`src/rtl/uart_tx_engine.sv`:
```
// uart_tx_engine: byte FIFO feeding a programmable-baud UART serialiser (start, 8 data LSB first, [parity], 1-2 stop).
// Parity support is compiled in only when UART_TX_PARITY_EN is defined.
module uart_tx_engine #(
  parameter int FIFO_DEPTH = 4
) (
  input  logic        clk,
  input  logic        reset,
  input  logic        new_data,
  input  logic [31:0] DATA_R,
  input  logic [31:0] CONFIG_R,
  input  logic [31:0] BAUD_DIV,
  output logic        tx,
  output logic        busy,
  output logic        tx_done,
  output logic        fifo_full,
  output logic        overflow
);

  localparam int PW = (FIFO_DEPTH > 1) ? $clog2(FIFO_DEPTH) : 1;
  localparam int CW = PW + 1;

  // state | meaning: IDLE wait for data | START start bit | DATA 8 bits LSB first | PARITY parity bit | STOP 1-2 stop bits
  typedef enum logic [2:0] {
    S_IDLE   = 3'd0,
    S_START  = 3'd1,
    S_DATA   = 3'd2,
    S_STOP   = 3'd3
`ifdef UART_TX_PARITY_EN
    ,S_PARITY = 3'd4
`endif
  } state_t;

  logic [7:0]    mem_q [FIFO_DEPTH];
  logic [PW-1:0] wr_ptr_q;
  logic [PW-1:0] rd_ptr_q;
  logic [CW-1:0] count_q;
  logic [CW-1:0] count_d;
  logic          overflow_q;

  state_t        state_q;
  logic          tx_q;
  logic          tx_done_q;
  logic [31:0]   baud_cnt_q;
  logic [31:0]   div_q;
  logic [7:0]    shift_q;
  logic [2:0]    bit_idx_q;
  logic          two_stop_q;
  logic          stop_second_q;
`ifdef UART_TX_PARITY_EN
  logic          par_en_q;
  logic          par_bit_q;
`endif

  logic          fifo_empty;
  logic          pop;
  logic          push;
  logic          bit_end;
  logic          frame_end;
  logic [31:0]   eff_div;
  logic [7:0]    head;

  logic          unused_cfg;
`ifdef UART_TX_PARITY_EN
  assign unused_cfg = ^{DATA_R[31:8], CONFIG_R[31:4]};
`else
  assign unused_cfg = ^{DATA_R[31:8], CONFIG_R[31:4], CONFIG_R[2:1]};
`endif

  assign fifo_empty = (count_q == '0);
  assign fifo_full  = (count_q == CW'(FIFO_DEPTH));
  assign head       = mem_q[rd_ptr_q];
  assign eff_div    = (BAUD_DIV == 32'd0) ? 32'd1 : BAUD_DIV;

  assign bit_end    = (baud_cnt_q == div_q - 32'd1);
  assign frame_end  = (state_q == S_STOP) && bit_end && (!two_stop_q || stop_second_q);

  // A pop frees a slot on the same edge, so a write into a full FIFO is still taken then.
  assign pop  = CONFIG_R[0] && !fifo_empty && ((state_q == S_IDLE) || frame_end);
  assign push = new_data && (!fifo_full || pop);

  always_comb begin
    count_d = count_q;
    if (push && !pop) begin
      count_d = count_q + CW'(1);
    end else if (pop && !push) begin
      count_d = count_q - CW'(1);
    end
  end

  always_ff @(posedge clk) begin
    if (push) begin
      mem_q[wr_ptr_q] <= DATA_R[7:0];
    end
  end

  always_ff @(posedge clk) begin
    if (reset) begin
      wr_ptr_q   <= '0;
      rd_ptr_q   <= '0;
      count_q    <= '0;
      overflow_q <= 1'b0;
    end else begin
      if (push) begin
        wr_ptr_q <= wr_ptr_q + PW'(1);
      end
      if (pop) begin
        rd_ptr_q <= rd_ptr_q + PW'(1);
      end
      count_q <= count_d;
      if (new_data && !push) begin
        overflow_q <= 1'b1;
      end
    end
  end

  always_ff @(posedge clk) begin
    if (reset) begin
      state_q       <= S_IDLE;
      tx_q          <= 1'b1;
      tx_done_q     <= 1'b0;
      baud_cnt_q    <= '0;
      div_q         <= 32'd1;
      shift_q       <= '0;
      bit_idx_q     <= '0;
      two_stop_q    <= 1'b0;
      stop_second_q <= 1'b0;
`ifdef UART_TX_PARITY_EN
      par_en_q      <= 1'b0;
      par_bit_q     <= 1'b0;
`endif
    end else begin
      tx_done_q <= 1'b0;
      if (pop) begin
        // Frame settings are frozen here; later CONFIG_R/BAUD_DIV writes wait for the next frame.
        shift_q       <= head;
        div_q         <= eff_div;
        two_stop_q    <= CONFIG_R[3];
        stop_second_q <= 1'b0;
        bit_idx_q     <= '0;
        baud_cnt_q    <= '0;
`ifdef UART_TX_PARITY_EN
        par_en_q      <= CONFIG_R[1];
        par_bit_q     <= (^head) ^ CONFIG_R[2];
`endif
        state_q       <= S_START;
        tx_q          <= 1'b0;
        tx_done_q     <= frame_end;
      end else if (state_q != S_IDLE) begin
        if (!bit_end) begin
          baud_cnt_q <= baud_cnt_q + 32'd1;
        end else begin
          baud_cnt_q <= '0;
          case (state_q)
            S_START: begin
              state_q <= S_DATA;
              tx_q    <= shift_q[0];
            end
            S_DATA: begin
              if (bit_idx_q == 3'd7) begin
`ifdef UART_TX_PARITY_EN
                if (par_en_q) begin
                  state_q <= S_PARITY;
                  tx_q    <= par_bit_q;
                end else begin
                  state_q <= S_STOP;
                  tx_q    <= 1'b1;
                end
`else
                state_q <= S_STOP;
                tx_q    <= 1'b1;
`endif
              end else begin
                bit_idx_q <= bit_idx_q + 3'd1;
                shift_q   <= {1'b0, shift_q[7:1]};
                tx_q      <= shift_q[1];
              end
            end
`ifdef UART_TX_PARITY_EN
            S_PARITY: begin
              state_q <= S_STOP;
              tx_q    <= 1'b1;
            end
`endif
            S_STOP: begin
              tx_q <= 1'b1;
              if (two_stop_q && !stop_second_q) begin
                stop_second_q <= 1'b1;
              end else begin
                state_q   <= S_IDLE;
                tx_done_q <= 1'b1;
              end
            end
            default: begin
              state_q <= S_IDLE;
              tx_q    <= 1'b1;
            end
          endcase
        end
      end
    end
  end

  assign tx       = tx_q;
  assign tx_done  = tx_done_q;
  assign busy     = (state_q != S_IDLE);
  assign overflow = overflow_q;

endmodule
```
`config.mk`:
```
export PLATFORM = sky130hd
export DESIGN_NAME = uart_tx_engine
export DESIGN_NICKNAME = d
export VERILOG_FILES = /design/src/rtl/uart_tx_engine.sv
export SDC_FILE = /design/constraint.sdc
export NUM_CORES = 1
export LEC_CHECK = 0
export ABC_AREA = 1
export CAP_MARGIN = 20
export CORE_UTILIZATION = 31
export CTS_BUF_LIST = sky130_fd_sc_hd__clkbuf_4
export CTS_CLUSTER_DIAMETER = 80
export DETAILED_ROUTE_END_ITERATION = 7
export GPL_TIMING_DRIVEN = 1
export MAX_ROUTING_LAYER = met4
export PLACE_DENSITY = 0.62
export SLEW_MARGIN = 20
export SYNTH_ARGS = -nofsm -noshare
export SYNTH_HDL_FRONTEND = slang
export SYNTH_SLANG_ARGS = --single-unit
```
`constraint.sdc`:
```
create_clock -name clk -period 4.6 [get_ports clk]
set_input_delay 0.46 -clock clk [delete_from_list [all_inputs] [get_ports clk]]
set_output_delay 0.46 -clock clk [all_outputs]
set_load 0.02 [all_outputs]
```
==> reports/metrics.cfg, run 1 <==
[detailed_routing]
drcViolationCount = 0
drt_first_iter_violations = 360
drtPass1Iterations = 7
postRouteAntennaNets = 0
routedWlPerCell_um = 13.8
viasPerCell = 4.75
via_count = 6133
routed_wl_um = 17900

[yosys]
syn_avg_cell_area_um2 = 7.24
syn_area_um2 = 6870
yosys_warnings = 0
async_flop_share_pct = 0
synthFlopType = dfxtp_1
synth_nets = 1061
muxShareOfSynthArea_pct = 0
synth_compound_area_share_pct = 8.82
ys_ff_latch = 123
synth_top_family_by_area = simple AND/OR/NAND/NOR gates
synthSimpleGateAreaFrac_pct = 32.4
synth_xor_area_share_pct = 8.29
synth_fa_ha_area_share_pct = 2.66
ys_seq_area_share_pct = 40.5
syn-instance-count = 948
synth-edff-count = 32
synth_cell_types = 41

[worst_setup_path]
cp_cell_sequence = inv_1 -> ha_1 -> nand3_2 -> nor2_4 -> nand3_1 -> nor2_1 -> o21ai_1 -> nor2_1 -> nand2_1 -> nor2_2 -> nand3_2 -> nand2_2 -> nand2_4 -> nand2_1 -> nand2_1 -> inv_1 -> ha_1 -> inv_1 -> fa_1 -> a21oi_1 -> o21ai_0 -> o21ai_0 -> a21oi_1
r2r-start = div_q[0]$_SDFFE_PP1N_
rr_worst_depth = 23
worst_setup_path_end_kind = flip-flop
worstPathMaxFanout = 24
worstSetupPathType = flip-flop to flip-flop
cp.required_ps = 5070
worst-r2r-setup-slack_ps = 630
cp-start-kind = flip-flop
cpPeakStageDelay_ps = 370
crit_arrival_ps = 4430
crit_path_top_delay_cell = fa_1
r2r_end = count_q[2]$_SDFFE_PP0P_

[cells_and_area]
seqCellArea_um2 = 2780
fin_cells = 1291
finish.net_count = 1111
fill_cells = 2355
fin_area_um2 = 7930
drive_gt1_share_pct = 6.43
area_growth_pct = 15.5
multi_input_area_um2 = 3580
antennaDiodeCount = 0

[worst_hold_path]
min_path_cells = 2
hp-class = flip-flop to flip-flop
min_from = stop_second_q$_SDFFE_PP0P_
min_delay_worst_endpoint = stop_second_q$_SDFFE_PP0P_

[power_and_ir_drop]
peakVddDrop_mv = 0.247
p_leak_nw = 3.26
powerDensity_nw_per_um2 = 485

[die]
fp-row-count = 54
dieArea_um2 = 22700
chipWidth_um = 151
die_height_um = 151
num_io_pins = 104
core_um2 = 21800
start_util_pct = 31.6

[sta]
worst_pin_slew_ps = 1030
rsz0062_at_grt = false
slew_violations = 0
period_minus_slack_ps = 3970
skew_ps = 23.0
maxSlewHeadroom_pct = 31.1
hold_viol = 0
final.setup.tns_ps = 0
finalSetupViolCount = 0
max_clock_freq_mhz = 252
post-route-period-util_pct = 86.3

[cts]
postCtsResizedCells = 0
ctsHoldBuffers = 0
insertion_delay_ps = 570
cts-root-to-sink-buffers = 2
postCtsSetupBuffers = 0
clockRootBuffer = clkbuf_4
numCtsBuffers = 17
numClockSinks = 123
cts_tree = yes
htree_levels = 4
path_clk_slew_ps = 120

[placement]
dp_hpwl_um = 13900
placedInstanceArea_um2 = 7630
dp.cells = 1259
port_buffers = 49
place.gp.congestion = 0.927

[global_routing]
antenna_found_initial = 0
gr-usage-all-layers_pct = 17.2
grt_overflow = 0
grtUsageMet3_pct = 3.07
grt_pass1_wl_um = 28900
met2_usage_pct = 28.9
grt.busiest_layer = met2
grt_pass1_vias = 5775
grt_max_degree = 36
grt.met1_usage_pct = 20.8

[job]
maxCapViolCount = 0

[outcome]
run_status = finished, final reports clean

==> cell families after synthesis <==
family | count (synthesis)
AO/OA/AOI/OAI | 112
XOR/XNOR | 65
adder cells (fa/ha/maj) | 14
buffers and inverters | 125
flip-flops | 123
AND/OR/NAND/NOR | 509
==> where the power goes <==
part	leakage (nW)	total (mW)	switching, mW	internal [mW]
clock network	0.149	0.816	0.442	0.374
logic	2.07	1.61	1.06	0.548
registers	1.03	1.42	0.151	1.27
total	3.26	3.85	1.66	2.19
==> synth_stat cells, types with 3 or more instances <==
cell type | instances | area (µm²)
nand2_1 | 186 | 698
o31ai_1 | 7 | 52.6
nor3_1 | 11 | 55.1
nor2_1 | 177 | 664
buf_2 | 9 | 45.0
ha_1 | 13 | 163
nor4_1 | 9 | 56.3
inv_1 | 96 | 360
edfxtp_1 | 32 | 961
and2_1 | 3 | 18.8
o21ai_0 | 49 | 245
clkbuf_1 | 12 | 45.0
dfxtp_1 | 91 | 1820
nor2_2 | 12 | 75.1
nand3_1 | 67 | 335
nand2_2 | 5 | 31.3
o21ai_1 | 6 | 30.0
nand3b_1 | 5 | 37.5
xor2_1 | 46 | 403
a21oi_1 | 35 | 175
nand4_1 | 25 | 156
o22ai_1 | 8 | 50.1
xnor2_1 | 19 | 166
==> layer usage <==
| layer | share of wire [%] | wire [µm] | up-vias |
|---|---|---|---|
| met5 | 0 | 0 | - |
| met4 | 1.8 | 316 | 0 |
| met3 | 4.6 | 827 | 25 |
| met2 | 48 | 8580 | 144 |
| met1 | 46 | 8150 | 2769 |
| li1 | - | - | 3195 |
==> through the flow <==
step / setup WS [ps] / power, mW / utilization, % / hold slack (ps)
global route: 185 / 4.16 / 36.5 / 451
floorplan: 1340 / 2.62 / - / 430
detailed placement: 687 / 3.05 / 35.1 / 442
global placement: 726 / 3.04 / 35.1 / 438
finish: 632 / 3.85 / 36.5 / 457
CTS: 661 / 3.86 / 36.5 / 449
==> critical path: cells and delay by family, from the launching register on <==
kind / cells / cell delay, ps
AND/OR/NAND/NOR: 12 / 1930
AO/OA/AOI/OAI: 5 / 540
buffers and inverters: 3 / 240
flip-flops: 1 / 360
adder cells (fa/ha/maj): 3 / 760
==> worst max path at each step <==
stage,from,end,slack (ps)
detailed placement,div_q[0]$_SDFFE_PP1N_,count_q[2]$_SDFFE_PP0P_,690
floorplan,div_q[0]$_SDFFE_PP1N_,count_q[2]$_SDFFE_PP0P_,1340
finish,div_q[0]$_SDFFE_PP1N_,count_q[2]$_SDFFE_PP0P_,630
CTS,div_q[0]$_SDFFE_PP1N_,count_q[2]$_SDFFE_PP0P_,660
global route,div_q[0]$_SDFFE_PP1N_,count_q[2]$_SDFFE_PP0P_,180
global placement,div_q[0]$_SDFFE_PP1N_,count_q[2]$_SDFFE_PP0P_,730
==> placed cells by master, fill, tap and decap left out, types with 25 or more instances in the layout <==
cell type | synthesis | final
a21oi_1 | 35 | 35
nand4_1 | 25 | 25
edfxtp_1 | 32 | 32
o21ai_0 | 49 | 49
dfxtp_1 | 91 | 91
nor2_1 | 177 | 177
xor2_1 | 46 | 46
inv_1 | 96 | 96
nand3_1 | 67 | 67
clkdlybuf4s50_1 | 0 | 49
nand2_1 | 186 | 186
==> flip-flops by register name, summed over array words and instances, names as in the netlist, named ones only <==
name	flops
baud_cnt_q	32
bit_idx_q	3
count_q	3
div_q	32
mem_q	32
overflow	1
rd_ptr_q	2
shift_q	8
state_q	2
stop_second_q	1
two_stop_q	1
tx	1
tx_done	1
wr_ptr_q	2
==> layout make-up <==
class,count,share of cell area (%)
clock buffer,17,1.61
clock inverter,15,2.18
inverter,101,4.83
multi-input combinational,700,45.1
sequential,123,35.1
tap,280,4.42
timing repair buffer,55,6.75
Note: power is estimated with default switching activity, not from simulation.
==> run 2, diff against run 1 <==
ABC_CLOCK_PERIOD_IN_PS = 4600   (was not set)
==> results of run 2 <==
Same layout as run 1: the final DEF is identical, and so are final timing and power.
==> run 3, diff against run 2 <==
CORE_MARGIN = 2   (was not set)
GPL_TIMING_DRIVEN = not set   (was 1)
TNS_END_PERCENT = 30   (was not set)
==> run 3 against run 2 <==
Against the previous run:
- global-route usage decreased by 1.4 points
- clock-buffer cell count increased by 2
- critical path type unchanged
- combinational power increased by 2%
- critical path depth increased by 2
- final cell count unchanged
- utilization increased by 0.081 points
- largest power group unchanged
- worst setup slack got worse by 130 ps
- die area increased by 2.7%
- cell area increased by 0.22%
==> reports/metrics.cfg, run 3 (same netlist as run 1, synthesis figures left out) <==
[outcome]
run_status = finished, final reports clean

[die]
chipWidth_um = 153  ; +1.3%
die_height_um = 153  ; +1.3%
fp-row-count = 54  ; unchanged
num_io_pins = 104  ; unchanged
dieArea_um2 = 23400  ; +2.7%
start_util_pct = 31.6  ; unchanged
core_um2 = 21800  ; unchanged

[cts]
numClockSinks = 123  ; unchanged
clockRootBuffer = clkbuf_4
cts-root-to-sink-buffers = 2  ; unchanged
htree_levels = 4  ; unchanged
ctsHoldBuffers = 0  ; unchanged
path_clk_slew_ps = 110  ; about the same
insertion_delay_ps = 550  ; -20 ps
numCtsBuffers = 17  ; unchanged
cts_tree = yes

[sta]
finalSetupViolCount = 0  ; unchanged
max_clock_freq_mhz = 244  ; -3.2%
timing.hold.ws_ps = 460  ; +2.57 ps
worst_pin_slew_ps = 1040  ; +8.90 ps
post-route-period-util_pct = 89.1  ; +2.8 points
final.setup.tns_ps = 0  ; unchanged
slew_violations = 0  ; unchanged
maxSlewHeadroom_pct = 30.5  ; -0.59 points
skew_ps = 34.2  ; +11.2 ps
hold_viol = 0  ; unchanged
rsz0062_at_grt = false
period_minus_slack_ps = 4100  ; +129 ps

[global_routing]
gr-usage-all-layers_pct = 15.8  ; -1.4 points
grt_pass1_wl_um = 28800  ; -0.29%
grt_max_degree = 36  ; unchanged
grt_overflow = 0  ; unchanged
grt_pass1_vias = 5963  ; +3.3%
antenna_found_initial = 0  ; unchanged

[power_and_ir_drop]
powerDensity_nw_per_um2 = 488  ; +0.67%
p_int_mw = 2.22  ; +1.4%
p_switching_mw = 1.66  ; +0.22%
pwr-share-comb_pct = 42.6  ; +0.7 points
peakVddDrop_mv = 0.300  ; +22%
clock_power_share_pct = 21.3  ; about the same
p_leak_nw = 3.27  ; +0.56%
seq_power_share_pct = 36.2  ; -0.7 points
switching_share_pct = 42.8  ; -0.29 points

[detailed_routing]
routedWlPerCell_um = 13.7  ; -0.94%
postRouteAntennaNets = 0  ; unchanged
via_count = 6072  ; -0.99%
drtPass1Iterations = 5  ; -2
drt_first_iter_violations = 391  ; +8.6%
routed_wl_um = 17700  ; -0.94%
viasPerCell = 4.70  ; -0.99%
drcViolationCount = 0  ; unchanged

[worst_setup_path]
crit_arrival_ps = 4530  ; +100 ps
worstPathMaxFanout = 28  ; +17%
rr_worst_depth = 25  ; +8.7%
startpoint = div_q[0]$_SDFFE_PP1N_
r2r_end = count_q[2]$_SDFFE_PP0P_
crit_end = count_q[2]$_SDFFE_PP0P_
worst_setup_path_end_kind = flip-flop
worst-r2r-setup-slack_ps = 500  ; -130 ps
cp.required_ps = 5030  ; -40 ps
cp-start-kind = flip-flop
worstSetupPathType = flip-flop to flip-flop
r2r-start = div_q[0]$_SDFFE_PP1N_

[placement]
place.gp.congestion = 0.906  ; -2.2%
dp_hpwl_um = 13900  ; +0.25%
port_buffers = 49  ; unchanged

[cells_and_area]
top_regs = baud_cnt_q: 32 flops, div_q: 32 flops, mem_q: 32 flops
drive_gt1_share_pct = 6.63  ; +0.20 points
final_cell_mix = 186 x nand2_1, 177 x nor2_1, 96 x inv_1
finish.net_count = 1111  ; unchanged
layout_commonest_cell = nand2_1
antennaDiodeCount = 0  ; unchanged
area_growth_pct = 15.8

[worst_hold_path]
hp-class = flip-flop to flip-flop

[job]
maxCapViolCount = 0  ; unchanged

==> run 3: cell count changes in the layout (fill, tap and decap cells not counted) <==
cell and change:
nor3_2 -1, clkbuf_4 +2, nor3_4 +1, clkinv_4 +3, clkinv_1 -2, clkinvlp_4 -3
==> run 3: timing repair <==
| action | in CTS | in global routing |
|---|---|---|
| resized for setup | 0 | 1 |
| setup endpoints to repair | 0 | 1 |
| setup buffers | 0 | 0 |
==> run 3: worst min-delay path by stage <==
stage | start | end | depth (start not counted)
after floorplan | stop_second_q$_SDFFE_PP0P_ | stop_second_q$_SDFFE_PP0P_ | 2
after global placement | stop_second_q$_SDFFE_PP0P_ | stop_second_q$_SDFFE_PP0P_ | 2
after detailed placement | stop_second_q$_SDFFE_PP0P_ | stop_second_q$_SDFFE_PP0P_ | 2
after CTS | stop_second_q$_SDFFE_PP0P_ | stop_second_q$_SDFFE_PP0P_ | 2
after global routing | BAUD_DIV[19] | div_q[19]$_SDFFE_PP0N_ | 3
final | stop_second_q$_SDFFE_PP0P_ | stop_second_q$_SDFFE_PP0P_ | 2
==> run 3: power by group through the flow <==
stage | clock network (mW) | registers (mW) | logic [mW]
floorplan | 0 | 1.39 | 1.23
global placement | 0 | 1.43 | 1.61
detailed placement | 0 | 1.43 | 1.63
CTS | 0.841 | 1.40 | 1.64
global route | 0.894 | 1.42 | 1.88
finish | 0.827 | 1.40 | 1.65
==> run 3: metrics by stage <==
step                      area (µm²)  cells  util, %  worst slack, ps  power, mW
after floorplan                 6870    948        -             1340       2.62
after global placement          7630   1259     35.1              571       3.04
after detailed placement        7630   1259     35.1              516       3.06
after CTS                       7940   1291     36.5              459       3.88
after global routing            7950   1291     36.5             61.9       4.20
final                           7950   1291     36.5              503       3.88
==> run 3: final cells by class <==
| class | instances | area [µm²] |
|---|---|---|
| clock inverter | 13 | 169 |
| timing repair buffer | 55 | 536 |
| tap | 280 | 350 |
| sequential | 123 | 2780 |
| fill | 2315 | 13800 |
| multi-input combinational | 700 | 3590 |
| clock buffer | 19 | 143 |
| inverter | 101 | 383 |
==> run 3: routing by layer <==
layer	track usage, %	part of all wire [%]
met1	18.7	44
met5	-	0
met4	4.94	2.1
met3	3.29	4.6
met2	26.8	49
==> run 3: critical path: stages (launching register included) <==
cell and delay (ps):
dfxtp_1 350, inv_1 100, ha_1 250, nand3_2 170, nor2_4 210, nand2_1 190
nor2_1 140, nand2_1 50, nand2_1 80, nand2_1 50, nor2_1 100, nand2_1 70
nor2_2 240, nand3_2 140, nand2_2 120, nand2_4 190, nand2_1 210, nand2_1 150
inv_1 90, ha_1 140, inv_1 70, fa_1 390, a21oi_1 140, o21ai_0 110
o21ai_0 160, a21oi_1 60
